## config.mk

```make
export PLATFORM = sky130hd
export DESIGN_NAME = image_rx_ctrl
export DESIGN_NICKNAME = d
export VERILOG_FILES = /design/src/rtl/image_rx_ctrl.sv
export SDC_FILE = /design/constraint.sdc
export NUM_CORES = 1
export LEC_CHECK = 0
export CORE_ASPECT_RATIO = 1.2
export CORE_MARGIN = 2
export CORE_UTILIZATION = 45
export CTS_CLUSTER_DIAMETER = 120
export DETAILED_ROUTE_END_ITERATION = 8
export DONT_BUFFER_PORTS = 1
export MAX_ROUTING_LAYER = met4
export PLACE_DENSITY_LB_ADDON = 0.08
export SLEW_MARGIN = 15
export SYNTH_ARGS = -nofsm -noshare
export SYNTH_HDL_FRONTEND = slang
export SYNTH_SLANG_ARGS = --single-unit
```

## constraint.sdc

```tcl
create_clock -name clk -period 2.34 [get_ports clk]
set_input_delay 0.702 -clock clk [delete_from_list [all_inputs] [get_ports clk]]
set_output_delay 0.702 -clock clk [all_outputs]
set_load 0.05 [all_outputs]
```

## src/rtl/image_rx_ctrl.sv

```systemverilog
`default_nettype none
//============================================================================
// Module   : image_rx_ctrl
// Brief    : SPI image receive controller. It decodes command bytes, loads an
//            image into the buffer and handshakes the inference engine.
//            The load idle timeout is built only when IMAGE_RX_TIMEOUT_EN is
//            defined.
// Revision : 1.0
//============================================================================
module image_rx_ctrl #(
  parameter int IMG_BYTES      = 113,
  parameter int TIMEOUT_CYCLES = 10000
) (
  input  logic       clk,
  input  logic       rst_n,
  input  logic       byte_valid,
  input  logic [7:0] spi_rx_data,
  output logic       rx_enable,
  output logic       byte_taken,
  output logic       buf_we,
  output logic [6:0] buf_addr,
  output logic [7:0] buf_wdata,
  output logic       infer_start,
  input  logic       infer_done,
  output logic       image_ready,
  output logic       blank_image,
  output logic       busy,
  output logic       cmd_err,
  output logic       rx_err
);

  localparam logic [7:0] C_CMD_LOAD  = 8'hA5;
  localparam logic [7:0] C_CMD_INFER = 8'h5A;
  localparam logic [7:0] C_CMD_CLEAR = 8'hFF;
  localparam logic [6:0] C_LAST_IDX  = 7'(IMG_BYTES - 1);

  typedef enum logic [1:0] {
    S_CMD    = 2'd0,
    S_LOAD   = 2'd1,
    S_LOADED = 2'd2,
    S_INFER  = 2'd3
  } state_t;

  state_t     state_q, state_d;
  logic [6:0] idx_q, idx_d;
  logic [1:0] hold_q, hold_d;
  logic       last_q, last_d;
  logic       blank_trk_q, blank_trk_d;
  logic       rx_enable_q, rx_enable_d;
  logic       byte_taken_q, byte_taken_d;
  logic       buf_we_q, buf_we_d;
  logic [6:0] buf_addr_q, buf_addr_d;
  logic [7:0] buf_wdata_q, buf_wdata_d;
  logic       infer_start_q, infer_start_d;
  logic       image_ready_q, image_ready_d;
  logic       blank_image_q, blank_image_d;
  logic       cmd_err_q, cmd_err_d;
  logic       w_accept;
  logic       w_tmo_hit;

  // The two-cycle holdoff keeps a still-asserted byte_valid from being consumed twice.
  assign w_accept = byte_valid && rx_enable_q && (hold_q == 2'd0);

`ifdef IMAGE_RX_TIMEOUT_EN
  localparam int CW = $clog2(TIMEOUT_CYCLES + 1);

  logic [CW-1:0] tmo_cnt_q, tmo_cnt_d;
  logic          rx_err_q;

  always_comb begin
    tmo_cnt_d = tmo_cnt_q + CW'(1);
    if ((state_q != S_LOAD) || last_q || w_accept) tmo_cnt_d = '0;
  end

  assign w_tmo_hit = (state_q == S_LOAD) && !last_q && !w_accept &&
                     (tmo_cnt_q == CW'(TIMEOUT_CYCLES - 1));

  always_ff @(posedge clk) begin
    if (!rst_n) begin
      tmo_cnt_q <= '0;
      rx_err_q  <= 1'b0;
    end else begin
      tmo_cnt_q <= tmo_cnt_d;
      rx_err_q  <= w_tmo_hit;
    end
  end

  assign rx_err = rx_err_q;
`else
  logic w_unused_timeout;
  assign w_unused_timeout = (TIMEOUT_CYCLES != 0);
  assign w_tmo_hit        = 1'b0;
  assign rx_err           = 1'b0;
`endif

  always_comb begin
    state_d       = state_q;
    idx_d         = idx_q;
    last_d        = 1'b0;
    blank_trk_d   = blank_trk_q;
    hold_d        = (hold_q != 2'd0) ? hold_q - 2'd1 : 2'd0;
    byte_taken_d  = w_accept;
    buf_we_d      = 1'b0;
    buf_addr_d    = buf_addr_q;
    buf_wdata_d   = buf_wdata_q;
    infer_start_d = 1'b0;
    image_ready_d = image_ready_q;
    blank_image_d = blank_image_q;
    cmd_err_d     = 1'b0;

    if (w_accept) hold_d = 2'd2;

    case (state_q)
      S_CMD, S_LOADED: begin
        if (w_accept) begin
          case (spi_rx_data)
            C_CMD_LOAD: begin
              state_d       = S_LOAD;
              idx_d         = '0;
              image_ready_d = 1'b0;
              blank_image_d = 1'b0;
              blank_trk_d   = 1'b1;
            end
            C_CMD_INFER: begin
              if (state_q == S_LOADED) begin
                state_d       = S_INFER;
                infer_start_d = 1'b1;
              end else begin
                cmd_err_d = 1'b1;
              end
            end
            C_CMD_CLEAR: begin
              state_d       = S_CMD;
              image_ready_d = 1'b0;
              blank_image_d = 1'b0;
            end
            default: cmd_err_d = 1'b1;
          endcase
        end
      end
      S_LOAD: begin
        // The final write is issued while still in LOAD; LOADED follows a cycle later.
        if (last_q) begin
          state_d       = S_LOADED;
          image_ready_d = 1'b1;
          blank_image_d = blank_trk_q;
        end else if (w_accept) begin
          buf_we_d    = 1'b1;
          buf_addr_d  = idx_q;
          buf_wdata_d = spi_rx_data;
          blank_trk_d = blank_trk_q && (spi_rx_data == 8'h00);
          if (idx_q == C_LAST_IDX) last_d = 1'b1;
          else                     idx_d  = idx_q + 7'd1;
        end else if (w_tmo_hit) begin
          state_d       = S_CMD;
          image_ready_d = 1'b0;
        end
      end
      S_INFER: begin
        if (infer_done) state_d = S_LOADED;
      end
      default: state_d = S_CMD;
    endcase

    rx_enable_d = (state_d != S_INFER);
  end

  always_ff @(posedge clk) begin
    if (!rst_n) begin
      state_q       <= S_CMD;
      idx_q         <= '0;
      hold_q        <= '0;
      last_q        <= 1'b0;
      blank_trk_q   <= 1'b0;
      rx_enable_q   <= 1'b1;
      byte_taken_q  <= 1'b0;
      buf_we_q      <= 1'b0;
      buf_addr_q    <= '0;
      buf_wdata_q   <= '0;
      infer_start_q <= 1'b0;
      image_ready_q <= 1'b0;
      blank_image_q <= 1'b0;
      cmd_err_q     <= 1'b0;
    end else begin
      state_q       <= state_d;
      idx_q         <= idx_d;
      hold_q        <= hold_d;
      last_q        <= last_d;
      blank_trk_q   <= blank_trk_d;
      rx_enable_q   <= rx_enable_d;
      byte_taken_q  <= byte_taken_d;
      buf_we_q      <= buf_we_d;
      buf_addr_q    <= buf_addr_d;
      buf_wdata_q   <= buf_wdata_d;
      infer_start_q <= infer_start_d;
      image_ready_q <= image_ready_d;
      blank_image_q <= blank_image_d;
      cmd_err_q     <= cmd_err_d;
    end
  end

  assign busy        = (state_q != S_CMD);
  assign rx_enable   = rx_enable_q;
  assign byte_taken  = byte_taken_q;
  assign buf_we      = buf_we_q;
  assign buf_addr    = buf_addr_q;
  assign buf_wdata   = buf_wdata_q;
  assign infer_start = infer_start_q;
  assign image_ready = image_ready_q;
  assign blank_image = blank_image_q;
  assign cmd_err     = cmd_err_q;

endmodule
`default_nettype wire

```

==> results.txt <==
- Die outline width: 55.6 microns
- In this run, flip-flops and latches consume 63.0% of the power.
- Summed over all failing endpoints, the final setup total negative slack is 0 ns.
- CTS placed an instance of sky130_fd_sc_hd__clkbuf_4 at the clock tree root.
* Post-synthesis share of cell area spent on full adders, half adders and majority gates: 1.74%
- Routability-driven placement finished with a final weighted congestion of 0.968.
- The flow ran to the end, and the final reports show no timing, DRC or antenna violations.
- Data required time of the worst path: 1.64 ns
* Placed instance count: 203
- Per report_power, the combinational group accounts for 3.5% of the total.
- Relative to the synthesized area, the layout overhead comes to 7.65%.
- Remaining global-route overflow: 0
* Per-instance average area after synthesis: 8.52 sq um
- Hold worst-path end: hold_q[0]$_SDFF_PP0_
- Cell count of the worst reg-to-reg path: 4
- Entering global routing, the biggest net connects 20 pins.
* All-Layer GR Usage: 19.0%
- Net switching is 22.7% of the power.
- Ratio of final minimum period to clock period: 82.5%
* Clock group share of total power: 33.5%
- For the worst setup path, the data arrival time is 1.23 ns.
- Number of DRC markers after the initial detailed-route iteration: 29
* Maximum fanout along the worst path: 9
- Worst-path clk slew: 0.10 ns
- Pins over their slew limit: 0
- Of the total synthesized cell area, the portion taken by XOR and XNOR cells is 2.43%.
- Main flop type after synthesis: sky130_fd_sc_hd__dfxtp_1
* Met1 layer usage reported by global route: 21.5%
* Number of nets in the synthesized netlist: 183
- The number of antenna diodes in the final layout is 0.
- The worst setup path is of the register to primary output kind.
- Cell internal power dissipation: 0.748 mW
- Input and output buffers added on the ports amount to 0.
* Busiest layer in global routing: met2
* Number of placement rows: 22
- Count of warnings emitted by yosys: 0
- Post-synth design cell area: 0.00144 sq mm
* Placed wire-length estimate: 2.35 mm
* Global-route wire length before repair: 5.25 mm
* Global Route met2 Usage: 31.0%
- STA classifies the critical path endpoint as a primary output.
- Type of the worst min-delay path: register to register
* Final setup margin: 0.410 ns
- The count of nets left with antenna violations once routing finished came out at 0.
* Proportion of synthesized chip area in sequential cells: 48.7%
* Synth Area in Simple Gates: 24.8%
- After synthesis the netlist holds a flip-flop and latch count of 35.
- Crit path time final: 1.93 ns
* Hold bufs inserted after CTS: 0
- Of all flip-flops after synthesis, the portion carrying an async set or reset was 0%.
* Number of gates resized after CTS: 0
- At the pin with the least slew margin, the transition time is 0.519 ns.
- Buffers inserted during clock tree synthesis total 5.
- Detailed-route wire length: 3.14 mm
* Unrepaired setup endpoints after global routing: no
- Worst setup SP type: register
* Via count of the first global-routing pass: 1162
- Once the floorplan was initialized, standard cells occupied 47.1% of the core.
- Number of clock sinks: 35
- Number of failing setup endpoints in the final timing report: 0
- Worst reg2reg endpoint: last_q$_SDFF_PP0_
- Number of antenna violations at the first check in global routing: 0
* Headroom to the max-slew limit: 65.4%
- From bottom edge to top edge, the die measures 66.0 microns.
* Leading post-synthesis cells by instance count: sky130_fd_sc_hd__nand2_1, sky130_fd_sc_hd__dfxtp_1, sky130_fd_sc_hd__a21oi_1
- Multiplexer share of the synthesized area: 1.39%
- Synthesized-area fraction occupied by ao, oa, aoi and oai cells: 16.6%
- The core region is 0.00306 sq mm.
* # DRC: 0
- Post-Place Setup Slack: 0.112 ns
* Share of final-layout standard cells stronger than drive strength 1: 12.6%
* Leakage power: 0.539 nW
- Number of enable-type register cells in the synthesized netlist: 0
- Die Area: 0.00367 sq mm
* Worst hold path stage count: 1
- Max-cap violations in this run came to 0.
* Finished Layout Cells: 210
- Met3 Usage GRT: 5.87%
* Peak supply drop: 478 uV
- By area, the combinational part of the netlist is dominated by simple AND/OR/NAND/NOR gates.
* Post-CTS Setup Bufs: 0
- The final hold violation count is 0.
- In the routed layout, each cell is associated on average with a via count of 5.50.
* Routed via count: 1156
* Yosys cell types: 43
- Net switching power: 0.220 mW
* Cell types with the largest area share after synthesis: sky130_fd_sc_hd__dfxtp_1, sky130_fd_sc_hd__nand2_1, sky130_fd_sc_hd__a21oi_1
- Summed over its instances, the top area cell type makes up 48.7% of the synthesized netlist area.
* Synth Instances: 169
- Power density relative to cell area: 624 mW/mm^2
* # IOs: 36
- The longest clock path from root to sink contains 2 buffers.
- Number of iterations in the first detailed-routing pass: 4
- Post-layout nets: 188
- After detailed routing, the average wire length per cell comes to 15.0 microns.
* Launching point of the worst reg2reg path: state_q[1]$_SDFF_PN0_
- Clock latency on the worst-skew pair, taken at its later pin, is 0.33 ns.
- Largest area contributor in the netlist: sky130_fd_sc_hd__dfxtp_1
* H-tree depth reported by CTS: 2
- TritonCTS built the clock tree.
- Register-to-register path setup slack: 0.52 ns
- Count leader, synth: sky130_fd_sc_hd__nand2_1
* Origin of the worst min-delay path: hold_q[0]$_SDFF_PP0_
* Highest clock rate: 0.518 GHz
* FILL cells: 307
- On the final layout, the worst clock skew is 0.00789 ns.
-- registers in the layout (all words and copies together) (netlist names), 2 cells and up --
signal     count
buf_wdata      8
buf_addr       7
idx_q          7
hold_q         2
state_q        2
-- final cells by class --
cell class / instances / area, sq um / share of cell area (%)
tap: 36 / 45.0 / 2.91
sequential: 35 / 701 / 45.2
inverter: 4 / 15.0 / 0.969
clock inverter: 1 / 5.00 / 0.323
timing repair buffer: 7 / 52.6 / 3.39
clock buffer: 6 / 51.3 / 3.31
multi-input combinational: 121 / 681 / 43.9
-- routing by layer --
layer,up-vias,routed length [microns]
met5,-,0
met4,0,53
met3,6,173
met2,32,1580
met1,534,1340
li1,584,-
-- cell families after synthesis --
| family | after synthesis |
|---|---|
| xor+xnor | 4 |
| fa+ha+maj | 2 |
| buf+inv | 13 |
| mux | 2 |
| compound gates | 36 |
| other cells | 1 |
| flops | 35 |
| simple gates | 76 |
-- stage by stage --
step,total power [mW],util (%),hold slack (ns),cell area (sq um)
2_1_floorplan,0.649,-,0.403,1440
5_1_grt,1.01,50.7,0.462,1550
3_5_place_dp,0.657,48.9,0.440,1490
4_1_cts,0.983,50.7,0.452,1550
6_report,0.967,50.7,0.445,1550
3_3_place_gp,0.655,48.9,0.419,1490
-- power by group through the flow --
stage          sequential [mW]  clock [mW]  combinational (mW)
3_5_place_dp             0.623           0              0.0334
5_1_grt                  0.610       0.363              0.0362
4_1_cts                  0.610       0.340              0.0335
2_1_floorplan            0.623           0              0.0262
6_report                 0.610       0.324              0.0335
3_3_place_gp             0.623           0              0.0321
-- critical path, cell delays in order, from the launching register on --
cell and delay (ns):
sky130_fd_sc_hd__dfxtp_1 0.32, sky130_fd_sc_hd__buf_4 0.17, sky130_fd_sc_hd__or2_2 0.42
-- cell usage in the layout, fill, tap and decap left out, types with 2 or more instances in the layout --
cell                       Yosys  final
sky130_fd_sc_hd__xor2_1        3      3
sky130_fd_sc_hd__nand3_1       2      2
sky130_fd_sc_hd__nand2_1      36     36
sky130_fd_sc_hd__o211ai_1      3      3
sky130_fd_sc_hd__a21oi_1      21     21
sky130_fd_sc_hd__clkbuf_4      0      5
sky130_fd_sc_hd__nand4_1       2      2
sky130_fd_sc_hd__mux2i_1       2      2
sky130_fd_sc_hd__and2_1        2      2
sky130_fd_sc_hd__or2_2         2      2
sky130_fd_sc_hd__nor2_1       19     19
sky130_fd_sc_hd__ha_1          2      2
sky130_fd_sc_hd__inv_1         4      4
sky130_fd_sc_hd__a22oi_1       2      2
sky130_fd_sc_hd__buf_4         2      7
sky130_fd_sc_hd__dfxtp_1      35     35
-- how the worst max path moves through the flow --
stage,start,end,slack (ns),cells past startpoint
4_1_cts,state_q[0]$_SDFF_PN0_,busy,0.39,2
3_5_place_dp,spi_rx_data[1],blank_trk_q$_SDFFE_PN0P_,0.11,5
6_report,state_q[0]$_SDFF_PN0_,busy,0.41,2
3_3_place_gp,spi_rx_data[1],blank_trk_q$_SDFFE_PN0P_,0.18,5
2_1_floorplan,spi_rx_data[1],blank_trk_q$_SDFFE_PN0P_,0.14,5
5_1_grt,state_q[0]$_SDFF_PN0_,busy,0.36,2
(Power assumes the default switching activity.)
